### src/rtl/q1.sv
// 4-bit registered code converter: binary->Gray when s=1, Gray->binary when s=0.
// Output register loads every cycle; rst clears it synchronously.
module q1 (
  input  logic clk,
  input  logic rst,
  input  logic b0,
  input  logic b1,
  input  logic b2,
  input  logic b3,
  input  logic s,
  output logic a0,
  output logic a1,
  output logic a2,
  output logic a3
);

  logic [3:0] b_word;
  logic [3:0] gray_word;
  logic [3:0] bin_word;
  logic [3:0] a_next;
  logic [3:0] a_reg;

  assign b_word = {b3, b2, b1, b0};

  assign gray_word[3] = b_word[3];
  assign bin_word[3]  = b_word[3];

  // Gray bit i pairs adjacent inputs; binary bit i is the parity of all inputs at or above i.
  generate
    for (genvar gi = 0; gi < 3; gi++) begin : g_conv
      assign gray_word[gi] = b_word[gi+1] ^ b_word[gi];
      assign bin_word[gi]  = ^b_word[3:gi];
    end
  endgenerate

  assign a_next = s ? gray_word : bin_word;

  always_ff @(posedge clk) begin
    if (rst) begin
      a_reg <= 4'b0000;
    end else begin
      a_reg <= a_next;
    end
  end

  assign {a3, a2, a1, a0} = a_reg;

endmodule

### config.mk
export PLATFORM = sky130hd
export DESIGN_NAME = q1
export DESIGN_NICKNAME = d
export VERILOG_FILES = /design/src/rtl/q1.sv
export SDC_FILE = /design/constraint.sdc
export NUM_CORES = 1
export LEC_CHECK = 0
export BUFFER_PORTS_ARGS = -buffer_cell sky130_fd_sc_hd__buf_2
export CAP_MARGIN = 10
export CORE_AREA = 2 2 39 41
export DETAILED_ROUTE_END_ITERATION = 10
export DIE_AREA = 0 0 41 43
export PLACE_DENSITY = 0.32
export SKIP_CTS_REPAIR_TIMING = 1
export SYNTH_ARGS = -nofsm -noshare
export SYNTH_HDL_FRONTEND = slang
export SYNTH_SLANG_ARGS = --single-unit
export TNS_END_PERCENT = 1
### constraint.sdc
create_clock -name clk -period 0.8 [get_ports clk]
set_input_delay 0.08 -clock clk [delete_from_list [all_inputs] [get_ports clk]]
set_output_delay 0.08 -clock clk [all_outputs]
set_load 0.05 [all_outputs]
After elaboration in Yosys (flattened, before gate mapping). Cells that the tools add are included.

Multiplexer cells: 1. Bitwise logic cells: 3. Reduce and logical (&&, ||, !) cells: 3.

Operators by type and width (count): $reduce_xor A4 Y1 (1); $mux W3 (1); $reduce_xor A3 Y1 (1); $xor A1 B1 Y1 (3); $reduce_xor A2 Y1 (1).

Register bits: 4. Bits of input ports: 7. Output and inout bits: 4. Word-level logic and storage cells: 8.

Longest topological paths before layout. Gate-level depths: netlist (run 1).

Depth in word-level cells: 2. Depth in mapped cells: 3. Mapped depth without buffers: 3.

Least setup slack after synthesis (run 1). Ideal clock, no wire load.

Kind: input -> register. From: input b3. To: register a_reg[0]. Setup time: 70 ps. Arrival: 659 ps. Data required time: 730 ps. Setup slack: 72 ps. Cell stages on the path: 3. Path buffers: 0. Cell sequence: xnor2_1 > or3_1 > a21oi_1.

Cells in the longest elaborated chain, start to end: 2.

Ends and longest elaborated chain: from (decl) (line 9) `input logic b3,`; $reduce_xor A4 Y1 (line 32) `assign bin_word[gi] = ^b_word[3:gi];`; $mux W3 (line 36) `assign a_next = s ? gray_word : bin_word;`; to (signal assigned) (line 42) `a_reg <= a_next;`; to (decl) (line 21) `logic [3:0] a_reg;`.

Every way passes these cells. A chain may end at the register's enable or synchronous reset.

Final worst setup path (run 1).
From: register a_reg[0]. To: output a0.

RTL lines: to (decl) (line 11) `output logic a0,`.

No word-level cell between the ends.

==> results by group, run 1 <==
Pwr
  – Switch share: ~28%
  – Peak supply drop: slightly above 400 uV
  – Reported net switching power: 178 uW
  – Share of total power in the clock network: a little under two fifths
  – Combinational group share of total power: between 20% and 30%
  – Total leakage power: 0.000139 uW
  – Internal power: 464 uW
  – Flop pwr share: a little over a third
  – Pwr/cell area: between 2000 and 2500 nW/um2
  – Total design power: 643 uW

STA
  – Worst slew margin relative to its limit: between 80% and 90%
  – Setup violators final: 0
  – Worst hold slack: 53.6 ps
  – Worst path setup slack after routing: 23.7 ps
  – Count of endpoints failing hold in the final timing report: 0
  – Final Max Tran Viols: 0
  – Period Utilization, post-route: 97.0%
  – Time the final worst path needs with I/O delays and setup: 776 ps
  – Actual transition at the worst max-transition pin: between 150 and 200 ps
  – Setup repair after global routing missed its margin: false
  – Maximum frequency from static timing analysis: 1290 MHz

Setup path
  – Max incr delay on CP: between 300 and 400 ps
  – Worst path cell trace: buf_6
  – Critical Setup Path Class: flop to output pin
  – Arrival time at the worst endpoint: roughly 700 ps
  – Buffers & Inverters on Critical Path: 1
  – Largest driver fanout on the critical path: 1
  – Nature of the critical path startpoint: flop
  – Worst setup EP type: output pin
  – Logic depth of the worst setup path including buffers: 1
  – Top Family by Delay on Critical Path: flip-flops
  – Required time at the endpoint of the critical path: about 700 ps
  – CP max-delay cell: dfxtp_1

Synth
  – Share of flip-flops with an asynchronous set or reset: 0%
  – Area leader, netlist: dfxtp_1
  – Mapped Cells: 15
  – Netlist cell types: 8
  – Dominant cell by count in the synthesized netlist: dfxtp_1
  – Most instantiated cells after synthesis: dfxtp_1 (4), nor2_1 (2), nor2b_1 (2), xnor2_1 (2), xor2_1 (2)
  – Sequential area share after synthesis: roughly 53%
  – Top post-synthesis cells by area: dfxtp_1 (53%), xnor2_1 (12%), xor2_1 (12%)
  – Number of enable-type register cells in the synthesized netlist: 0
  – Total nets after synthesis: 22
  – Top cell type's share of synthesized area: between 50 and 60%
  – Number of flip-flops and latches in the synthesized netlist: 4
  – Mapped cell area: ~150 um2
  – YS warnings: 0
  – Syn Area/Cell: between 10 and 15 um2
  – Main synth FF type: dfxtp_1

Hold path
  – Min-delay worst type: input port to flop
  – Worst Hold Depth: 2

Detailed routing
  – Detailed-route DRC error count: 0
  – Total number of vias: 151
  – DR iter-0 viols: 0
  – Total Routed Length: roughly 320 um
  – Per-cell routed wire length: slightly below 7 um
  – Number of nets with antenna violations after routing: 0
  – Vias/cell: 3.15
  – Number of detailed-routing iterations run before antenna repair: 1

CTS
  – Number of buffers on the longest clock path: 2
  – Clock tree from TritonCTS: built
  – Root buf cell: clkbuf_4
  – Total number of H-tree levels: 1
  – Clock transition at the registers of the reported paths: roughly 30 ps
  – CTS sink count: 4
  – Number of buffers added by the clock tree synthesis step: 3

Cells and area
  – Post-layout nets: 41
  – Largest register FFs: 4
  – Fillers: 159
  – Multi-input logic area: between 70 and 80 um2
  – Fraction of layout cells with a size suffix above 1: about three fifths
  – Final standard cell area without fillers: between 300 and 400 um2
  – Sequential cell area: 82.6 um2
  – Diode insertion count for antenna repair: 0
  – Final core utilization: approximately 22%
  – Area delta synth->final: 99.2%

Place
  – IO Port Bufs: 10
  – Final weighted congestion in routability-driven placement: roughly 0.55
  – Setup WS pre-CTS: -76.3 ps
  – Placed instance area: around 250 um2

GRT
  – Via count of the first global-routing pass: 130
  – Aggregate global-route resource usage: 4.41%
  – Wire length of the first global-routing pass: 455 um
  – Maximum number of pins on one net before global-route repair: 5
  – Overall overflow remaining after global route: 0
  – Initial antenna violation count: 0

Floorplan
  – Core ar.: 1380 um2
  – Horiz. Die Dim: between 40 and 50 um
  – IO Pins: 11
  – Effective utilization at floorplan: between 10% and 20%
  – Chip Height: about 43 um
  – Overall die area: ~1800 um2
  – Row count: 14

Status
  – Outcome: completed

Flow run
  – Max Cap Viol: 0
-- area by class of cell --
type	count	area share [%]
timing repair buffer	14	34.9
sequential	4	27.4
multi-input combinational	11	23.7
clock buffer	3	7.47
tap	16	6.64
-- cells by family after synthesis --
family	share of synthesized area, %
AOI/OAI and AO/OA	6.61
xor gates and xnor gates	23.1
DFF	52.9
and+or+nand+nor	17.4
-- path summary, 6_finish.rpt --
check	to	from	slack [ps]
max	a0	a_reg[0]	20
min	a_reg[1]	rst	50
-- cell usage in the layout (no fill, tap or decap) --
| master | n |
|---|---|
| a21oi_1 | 1 |
| xnor2_1 | 2 |
| buf_6 | 4 |
| nor2b_1 | 2 |
| o21ai_0 | 1 |
| dfxtp_2 | 2 |
| buf_2 | 6 |
| dfxtp_1 | 2 |
| xor2_1 | 2 |
| nor2_1 | 2 |
| buf_4 | 4 |
| or3_1 | 1 |
| clkbuf_4 | 3 |
-- layer usage --
metal	vias up	global-route usage (%)	routed length, um
li1	82	-	-
met1	58	4.81	138
met5	-	0	0
met2	11	4.38	124
met4	0	8.00	0
met3	0	1.57	61
-- metrics by stage --
stage,cells,setup TNS [ps]
2_1_floorplan,15,0
3_3_place_gp,45,-82.1
3_5_place_dp,45,-76.3
4_1_cts,48,-279
5_1_grt,48,0
6_report,48,0
-- power by group through the flow --
stage / clock (uW) / sequential [uW] / combinational, uW
floorplan: 0 / 285 / 33.0
global placement: 0 / 223 / 153
detailed placement: 0 / 224 / 155
CTS: 260 / 221 / 155
global route: 262 / 227 / 186
finish: 243 / 226 / 173
(Power assumes the default switching activity.)
==> run 2, diff against run 1 <==
Settings changed: PLACE_DENSITY 0.32 to 0.31, SETUP_SLACK_MARGIN set to 0.15.
==> results by group, run 2 (synthesis gave the netlist of run 1 again) <==
GRT
  – Maximum number of pins on one net before global-route repair: 5
  – Via count of the first global-routing pass: approximately 170
  – Wire length of the first global-routing pass: around 570 um
  – Initial antenna violation count: 0
  – Aggregate global-route resource usage: ~5.2%
  – Overall overflow remaining after global route: 0

Detailed routing
  – Number of nets with antenna violations after routing: 0
  – Number of detailed-routing iterations run before antenna repair: 2
  – Detailed-route DRC error count: 0
  – DR iter-0 viols: 1
  – Vias/cell: around 3.3
  – Per-cell routed wire length: a little under 7 um
  – Total Routed Length: between 300 and 400 um
  – Total number of vias: 156

Setup path
  – Worst path cell trace: buf_6
  – Required time at the endpoint of the critical path: 720 ps
  – Arrival time at the worst endpoint: just under 700 ps
  – CP max-delay cell: dfxtp_2
  – Critical Setup Path Class: flop to output pin
  – Buffers & Inverters on Critical Path: 1
  – Max incr delay on CP: between 300 and 400 ps
  – Top Family by Delay on Critical Path: flip-flops
  – Nature of the critical path startpoint: flop
  – Worst setup EP type: output pin
  – Largest driver fanout on the critical path: 1

Pwr
  – Total design power: ~650 uW
  – Peak supply drop: 356 uV
  – Total leakage power: ~0.00014 uW
  – Pwr/cell area: ~2100 nW/um2

Hold path
  – Worst Hold Depth: 2
  – Min-delay worst type: input port to flop
  – Worst hold path endpoint: a_reg[3]
  – Startpoint of the lowest-slack hold path: rst

STA
  – Actual transition at the worst max-transition pin: ~170 ps
  – Maximum frequency from static timing analysis: about 1300 MHz
  – Time the final worst path needs with I/O delays and setup: 771 ps
  – Setup violators final: 0
  – Worst hold slack: slightly below 50 ps
  – Worst slew margin relative to its limit: 88.9%
  – Period Utilization, post-route: 96.4%
  – Setup repair after global routing missed its margin: true
  – Final-layout setup total negative slack: 0 ps
  – Final Max Tran Viols: 0
  – Count of endpoints failing hold in the final timing report: 0

Status
  – Outcome: completed

Floorplan
  – IO Pins: 11
  – Core ar.: 1380 um2
  – Chip Height: 43 um
  – Effective utilization at floorplan: 10.9%
  – Row count: 14
  – Horiz. Die Dim: 41 um
  – Overall die area: about 1800 um2

Place
  – IO Port Bufs: 10
  – Final weighted congestion in routability-driven placement: around 0.67
  – Placed Instances: between 40 and 50

Cells and area
  – Sequential cell area: 85.1 um2
  – Post-layout nets: just over 40
  – Multi-input logic area: 71.3 um2
  – Most common cell after layout, fill and taps aside: buf_2
  – Largest register FFs: 4
  – Diode insertion count for antenna repair: 0
  – Non-filler cells, final: 48
  – Fraction of layout cells with a size suffix above 1: roughly 66%
  – Fillers: approximately 150
  – Leading cell types in the layout, fill and taps excluded: buf_2 (6), dfxtp_2 (4), buf_4 (4)
  – Area delta synth->final: 103%

Flow run
  – Max Cap Viol: 0

CTS
  – CTS sink count: 4
  – Root buf cell: clkbuf_4
  – Number of buffers on the longest clock path: 2
  – Number of buffers added by the clock tree synthesis step: 3
  – Clock transition at the registers of the reported paths: around 40 ps
  – Clock tree from TritonCTS: built
  – Total number of H-tree levels: 1
## run 2: per-layer routing
layer	track usage (%)	wire, um	share of wire [%]	vias to the layer above
met5	0	0	0	-
met4	8.00	0	0	0
met3	1.57	50	15	0
met2	6.56	142	43	11
met1	5.13	140	42	63
li1	-	-	-	82
## run 2: report_power, final
| part | switching [uW] | total (uW) | internal (uW) |
|---|---|---|---|
| Combinational | 96.1 | 176 | 79.5 |
| Sequential | 7.89 | 229 | 221 |
| Clock | 75.8 | 243 | 167 |
## run 2: cell type report
| type | instances | share of cell area, % |
|---|---|---|
| flip-flops and latches | 4 | 27.6 |
| multi-input cells | 11 | 23.2 |
| well taps | 16 | 6.50 |
| repair buffers | 14 | 35.4 |
| clock buffers | 3 | 7.32 |
## run 2: worst max path at each step
stage,start,end,slack (ps),cells past startpoint
detailed placement,b2,a_reg[0],-80,4
global route,a_reg[2],a2,8,1
global placement,b2,a_reg[0],-70,4
floorplan,b3,a_reg[0],90,3
finish,a_reg[1],a1,30,1
CTS,a_reg[3],a3,-80,1
## run 2: stage by stage
step / setup slack (ps) / util [%] / area (um2)
3_5_place_dp: -83.8 / 18.2 / 251
5_1_grt: 8.18 / 22.2 / 308
6_report: 29.1 / 22.2 / 308
2_1_floorplan: 88.9 / - / 151
4_1_cts: -75.7 / 19.8 / 274
3_3_place_gp: -70.8 / 18.2 / 251
